<file path="config.mk">
export PLATFORM = sky130hd
export DESIGN_NAME = cmul_scheduler
export DESIGN_NICKNAME = d
export VERILOG_FILES = /design/src/rtl/cmul_pkg.sv /design/src/rtl/complexmultiplier.sv /design/src/rtl/rr_arbiter.sv /design/src/rtl/cmul_scheduler.sv
export SDC_FILE = /design/constraint.sdc
export NUM_CORES = 2
export LEC_CHECK = 0
export CELL_PAD_IN_SITES_DETAIL_PLACEMENT = 0
export CELL_PAD_IN_SITES_GLOBAL_PLACEMENT = 1
export CORE_ASPECT_RATIO = 1.75
export CORE_MARGIN = 5
export CORE_UTILIZATION = 53
export DETAILED_ROUTE_END_ITERATION = 12
export PLACE_DENSITY_LB_ADDON = 0.1
export SLEW_MARGIN = 20
export SYNTH_ARGS = -nofsm -noshare
export SYNTH_HDL_FRONTEND = slang
export SYNTH_HIERARCHICAL = 1
export SYNTH_SLANG_ARGS = --single-unit
</file>
<file path="constraint.sdc">
create_clock -name clk -period 15.23 [get_ports clk]
set_input_delay 2.2845 -clock clk [delete_from_list [all_inputs] [get_ports clk]]
set_output_delay 2.2845 -clock clk [all_outputs]
set_load 0.05 [all_outputs]
</file>
<file path="src/rtl/cmul_pkg.sv">
// Shared complex-number types and widths for the FFT/visualizer multiply path.
package cmul_pkg;

   localparam int CPLX_IN_W  = 32;
   localparam int CPLX_OUT_W = 64;

   typedef struct packed {
      logic signed [15:0] re;
      logic signed [15:0] im;
   } cplx16_t;

   typedef struct packed {
      logic signed [31:0] re;
      logic signed [31:0] im;
   } cplx32_t;

   function automatic logic signed [31:0] sext16(input logic signed [15:0] v);
      return {{16{v[15]}}, v};
   endfunction

endpackage

</file>
<file path="src/rtl/complexmultiplier.sv">
// Combinational complex multiply, 16-bit signed in, 32-bit wrapped out.
module complexmultiplier
   import cmul_pkg::*;
(
   input  cplx16_t a_i,
   input  cplx16_t b_i,
   output cplx32_t p_o
);

   logic signed [31:0] rr, ii, ri, ir;

   // Operands widened first so each 16x16 product is exact in 32 bits.
   assign rr = sext16(a_i.re) * sext16(b_i.re);
   assign ii = sext16(a_i.im) * sext16(b_i.im);
   assign ri = sext16(a_i.re) * sext16(b_i.im);
   assign ir = sext16(a_i.im) * sext16(b_i.re);

   assign p_o.re = rr - ii;
   assign p_o.im = ri + ir;

endmodule

</file>
<file path="src/rtl/rr_arbiter.sv">
// Round-robin arbiter: search starts at the pointer, pointer moves past the winner.
module rr_arbiter #(
   parameter  int NUM_REQ = 4,
   localparam int IDX_W   = $clog2(NUM_REQ)
) (
   input  logic               clk,
   input  logic               rst,
   input  logic               en_i,
   input  logic [NUM_REQ-1:0] req_i,
   output logic [NUM_REQ-1:0] gnt_o,
   output logic [IDX_W-1:0]   gnt_idx_o,
   output logic               gnt_any_o
);

   logic [IDX_W-1:0] ptr_q, ptr_d;
   logic [IDX_W:0]   sum;
   logic [IDX_W:0]   nxt;
   logic [IDX_W-1:0] idx;
   logic             found;

   always_comb begin
      gnt_o     = '0;
      gnt_idx_o = '0;
      found     = 1'b0;
      ptr_d     = ptr_q;
      sum       = '0;
      nxt       = '0;
      idx       = '0;
      if (en_i && !rst) begin
         for (int k = 0; k < NUM_REQ; k++) begin
            sum = {1'b0, ptr_q} + (IDX_W+1)'(k);
            if (sum >= (IDX_W+1)'(NUM_REQ)) sum = sum - (IDX_W+1)'(NUM_REQ);
            idx = sum[IDX_W-1:0];
            if (!found && req_i[idx]) begin
               found      = 1'b1;
               gnt_idx_o  = idx;
               gnt_o[idx] = 1'b1;
            end
         end
         if (found) begin
            nxt = {1'b0, gnt_idx_o} + 1'b1;
            if (nxt == (IDX_W+1)'(NUM_REQ)) nxt = '0;
            ptr_d = nxt[IDX_W-1:0];
         end
      end
      gnt_any_o = found;
   end

   always_ff @(posedge clk or posedge rst) begin
      if (rst) ptr_q <= '0;
      else     ptr_q <= ptr_d;
   end

endmodule

</file>
<file path="src/rtl/cmul_scheduler.sv">
// Shares one complexmultiplier among NUM_REQ requesters behind a fixed-latency pipe.
// Define CMUL_SCHED_STATS_EN to add per-requester saturating grant counters (grant_cnt).
module cmul_scheduler
   import cmul_pkg::*;
#(
   parameter  int NUM_REQ     = 4,
   parameter  int PIPE_STAGES = 2,
   localparam int TAG_W       = $clog2(NUM_REQ)
) (
   input  logic                           clk,
   input  logic                           reset,
   input  logic                           en,
   input  logic [NUM_REQ-1:0]             req_valid,
   input  logic [NUM_REQ*CPLX_IN_W-1:0]   req_a,
   input  logic [NUM_REQ*CPLX_IN_W-1:0]   req_b,
   output logic [NUM_REQ-1:0]             req_ready,
   output logic [NUM_REQ-1:0]             res_valid,
   output logic [CPLX_OUT_W-1:0]          res_data,
   output logic [TAG_W-1:0]               res_tag,
   output logic                           busy
`ifdef CMUL_SCHED_STATS_EN
   ,
   output logic [NUM_REQ*16-1:0]          grant_cnt
`endif
);

   logic [NUM_REQ-1:0][CPLX_IN_W-1:0] a_arr, b_arr;
   logic [TAG_W-1:0]                  gnt_idx;
   logic                              acc;

   logic [PIPE_STAGES:1]              vld_q;
   logic [PIPE_STAGES:1][TAG_W-1:0]   tag_q;
   cplx16_t                           a1_q, b1_q;
   cplx32_t                           prod;

   assign a_arr = req_a;
   assign b_arr = req_b;

   rr_arbiter #(.NUM_REQ(NUM_REQ)) u_arb (
      .clk       (clk),
      .rst       (reset),
      .en_i      (en),
      .req_i     (req_valid),
      .gnt_o     (req_ready),
      .gnt_idx_o (gnt_idx),
      .gnt_any_o (acc)
   );

   // Data/tag registers load only behind a valid bit, so the last stage
   // naturally holds its previous result while res_valid is low.
   always_ff @(posedge clk or posedge reset) begin
      if (reset) begin
         vld_q <= '0;
         tag_q <= '0;
         a1_q  <= '0;
         b1_q  <= '0;
      end else begin
         vld_q[1] <= acc;
         if (acc) begin
            tag_q[1] <= gnt_idx;
            a1_q     <= a_arr[gnt_idx];
            b1_q     <= b_arr[gnt_idx];
         end
         for (int k = 2; k <= PIPE_STAGES; k++) begin
            vld_q[k] <= vld_q[k-1];
            if (vld_q[k-1]) tag_q[k] <= tag_q[k-1];
         end
      end
   end

   complexmultiplier u_mul (
      .a_i (a1_q),
      .b_i (b1_q),
      .p_o (prod)
   );

   generate
      if (PIPE_STAGES == 1) begin : g_p1
         assign res_data = prod;
      end else begin : g_pn
         logic [PIPE_STAGES:2][CPLX_OUT_W-1:0] prod_q;
         always_ff @(posedge clk or posedge reset) begin
            if (reset) begin
               prod_q <= '0;
            end else begin
               if (vld_q[1]) prod_q[2] <= prod;
               for (int k = 3; k <= PIPE_STAGES; k++)
                  if (vld_q[k-1]) prod_q[k] <= prod_q[k-1];
            end
         end
         assign res_data = prod_q[PIPE_STAGES];
      end
   endgenerate

   assign res_tag = tag_q[PIPE_STAGES];
   assign busy    = |vld_q;

   for (genvar i = 0; i < NUM_REQ; i++) begin : g_res
      assign res_valid[i] = vld_q[PIPE_STAGES] && (tag_q[PIPE_STAGES] == TAG_W'(i));
   end

`ifdef CMUL_SCHED_STATS_EN
   logic [NUM_REQ-1:0][15:0] cnt_q, cnt_d;

   always_comb begin
      cnt_d = cnt_q;
      for (int i = 0; i < NUM_REQ; i++)
         if (req_ready[i] && req_valid[i] && cnt_q[i] != 16'hFFFF) cnt_d[i] = cnt_q[i] + 16'd1;
   end

   always_ff @(posedge clk or posedge reset) begin
      if (reset) cnt_q <= '0;
      else       cnt_q <= cnt_d;
   end

   assign grant_cnt = cnt_q;
`endif

endmodule

</file>
==> results.tsv <==
stage	metric	value	unit
outcome	status	finished, final reports clean	
synth	Synth top cells by count	inv_1, fa_1, nand2_1, and2_1, ha_1	
hold_path	worst min-delay path category	flip-flop to flip-flop	
synth	Synth cell types	73	
clock_network	Longest Clk Path Bufs	2	
sta	relative slew slack	0.138	
worst_setup_path	delay-heaviest family, CP	adder cells	
worst_setup_path	CP required	15660	ps
detailed_routing	Routed Wire Length	154000	microns
sta	Final Hold Violating Endpoints	0	
detailed_routing	Initial DRC Count	1907	
sta	Setup-failing EPs final	0	
layout	layout overhead on the synthesized area	10.4	%
synth	Post-synth top flop	dfrtp_1	
worst_setup_path	CP max FO	32	
global_routing	GRT overflow	0	
floorplanning	# rows	145	
clock_network	hold-fix buffers at CTS	0	
detailed_routing	drt wl/cell	24.5	microns
synth	largest cells by area after synthesis	fa_1, inv_1, ha_1, dfrtp_1, and2_1	
clock_network	CTS Buf Count	17	
global_routing	GRT Util Overall	0.327	
sta	Worst Skew	17.6	ps
synth	Avg Inst Size Synth	9.66	sq um
sta	slew at the pin closest to its max-slew limit	1290	ps
synth	Synth Instances	4892	
detailed_routing	post-route ant nets	0	
floorplanning	I/O pin count	338	
clock_network	Root Driver	clkbuf_16	
worst_setup_path	Buf/Inv on CP	7	
synth	number of flops mapped to enable cells by yosys	0	
floorplanning	Die X	236	microns
synth	sequential area share after synthesis	0.0720	
global_routing	vias in the first global route	38405	
worst_setup_path	CP Capture Type	flip-flop	
sta	setup_tns	0	ps
global_routing	first-pass GRT wire length	229000	microns
clock_network	CTS tree	done	
floorplanning	Starting Density	0.532	
sta	unrepaired setup endpoints after global routing	false	
synth	top-count cell post-synth	inv_1	
global_routing	pin count of the biggest net entering global routing	81	
clock_network	Clock Sinks	136	
detailed_routing	via count	34410	
floorplanning	core area	0.0889	sq mm
detailed_routing	Initial DRT Pass Iterations	8	
placement	Placer Congestion	0.944	
synth	Syn. warnings	6	
floorplanning	Die Y	405	microns
clock_network	Worst-path clk slew	80	ps
synth	asr flop ratio synth	1.00	
sta	Min Clock Period, post-route	9090	ps
placement	post-DP HPWL	119000	microns
synth	Net Count, Synth	6618	
sta	WHS	485	ps
layout	Final #Nets	6800	
sta	FMAX	110	MHz
detailed_routing	DRC	0	
synth	Yosys reg bits	136	
floorplanning	Die ar.	0.0955	sq mm
worst_setup_path	Crit path arrival time	9520	ps
synth	mapped cell area	0.0473	sq mm
clock_network	Worst-Skew Late Latency	550	ps
synth	Synth area leader	fa_1	
worst_setup_path	Setup CP Type	flip-flop to flip-flop	
detailed_routing	routed vias/inst	5.48	
worst_setup_path	Critical Path Source Type	flip-flop	
sta	Final period util	0.597	
placement	Port-buffer cells	337	
synth	Yosys top cell area share	0.487	
worst_setup_path	Critical Path Max Stage Delay	910	ps
clock_network	post-CTS setup buffers	0	
clock_network	H-tree depth	4	
worst_setup_path	CP max stage cell	fa_1	
global_routing	initial antenna violation count	9	
clock_network	post-cts sizing count	0	
layout	share of layout cells above drive strength 1	0.0348	
sta	fin. max-slew vios	0	
worst_setup_path	cell mode on critical path	fa_1	
flow_run	maxcap violations	0	
-- registers in the layout, indices dropped and copies added (netlist names) --
name,count
a1_q,32
res_tag,2
u_arb/ptr_q,2
res_data,64
tag_q,2
vld_q,2
b1_q,32
-- routing by layer --
metal  vias to the layer above  share of wire  global-route usage
met5                         -       0.000046                   0
met4                         2          0.097               0.250
met2                      1243           0.54               0.598
met1                     18037           0.31               0.330
met3                       526          0.049              0.0534
li1                      14602              -                   -
-- kinds of logic (layout without fill, tap and decap cells) --
group	Yosys count	after routing	share of synthesized area
buf+inv	1535	1730	0.127
fa+ha+maj	1463	1463	0.570
flops	136	136	0.0720
compound gates	233	233	0.0365
other cells	0	19	0
simple gates	1225	1225	0.130
mux	200	200	0.0450
xor+xnor	100	100	0.0189
-- per-stage QoR --
stage / cells / util / setup WS (ps) / area [sq um]
detailed placement: 6231 / 0.579 / 6290 / 51500
floorplan: 4892 / - / 7510 / 47300
CTS: 6263 / 0.586 / 6300 / 52100
global placement: 6231 / 0.579 / 6340 / 51500
global route: 6279 / 0.587 / 5740 / 52100
finish: 6282 / 0.587 / 6140 / 52200
-- final timing paths --
check | startpoint | end | slack (ps) | depth (start not counted)
max in group asynchronous | reset | vld_q[1] | 11300 | 3
max reg2reg | a1_q[15] | res_data[63] | 6140 | 25
min reg2reg | res_data[3] | res_data[3] | 480 | 1
min | res_data[3] | res_data[3] | 480 | 1
max | a1_q[15] | res_data[63] | 6140 | 25
min in group asynchronous | reset | u_arb/ptr_q[0] | 2080 | 2
-- cell type report --
cell class	instances	area, sq um
multi-input combinational	3221	37900
fill	8106	36700
inverter	1294	4860
timing repair buffer	404	3880
sequential	136	3430
tap	1176	1470
clock buffer	20	467
clock inverter	12	139
antenna	19	47.5
-- worst register-to-register path, delay by kind of cell (launching register included) --
family,cells,cell delay (ps)
muxes,1,290
adders and majority gates,9,4830
AOI/OAI and AO/OA,5,1640
DFF,1,360
and+or+nand+nor,2,430
buffers and inverters,7,1340
xor gates and xnor gates,1,100
-- cells in the final DEF (no fill, tap or decap), types with 5 or more instances in the layout --
cell | Yosys | routed
dfrtp_2 | 0 | 20
a211oi_1 | 8 | 8
nand2_1 | 530 | 529
clkbuf_16 | 0 | 17
mux2_1 | 36 | 36
a221oi_1 | 5 | 5
o21ai_0 | 27 | 27
and3_1 | 9 | 9
nor2b_1 | 16 | 16
nand2b_1 | 95 | 94
o21bai_1 | 8 | 8
o21ai_1 | 6 | 6
mux2_2 | 33 | 33
inv_1 | 1293 | 1290
a21oi_1 | 49 | 49
o221ai_1 | 64 | 63
ha_1 | 314 | 314
xor2_1 | 14 | 14
o211ai_1 | 7 | 7
a22oi_1 | 5 | 5
dfrtp_1 | 136 | 115
nand3_1 | 13 | 13
xnor2_1 | 85 | 85
nor2_1 | 68 | 67
mux2i_1 | 128 | 128
and2_1 | 462 | 462
o21a_1 | 5 | 5
buf_4 | 7 | 67
diode_2 | 0 | 19
nor3_1 | 14 | 14
a21o_1 | 15 | 15
fa_1 | 1149 | 1149
clkdlybuf4s50_1 | 0 | 337
Power is not shown: default switching activity piles up to over one toggle a cycle in this logic, so the estimate is an artifact.
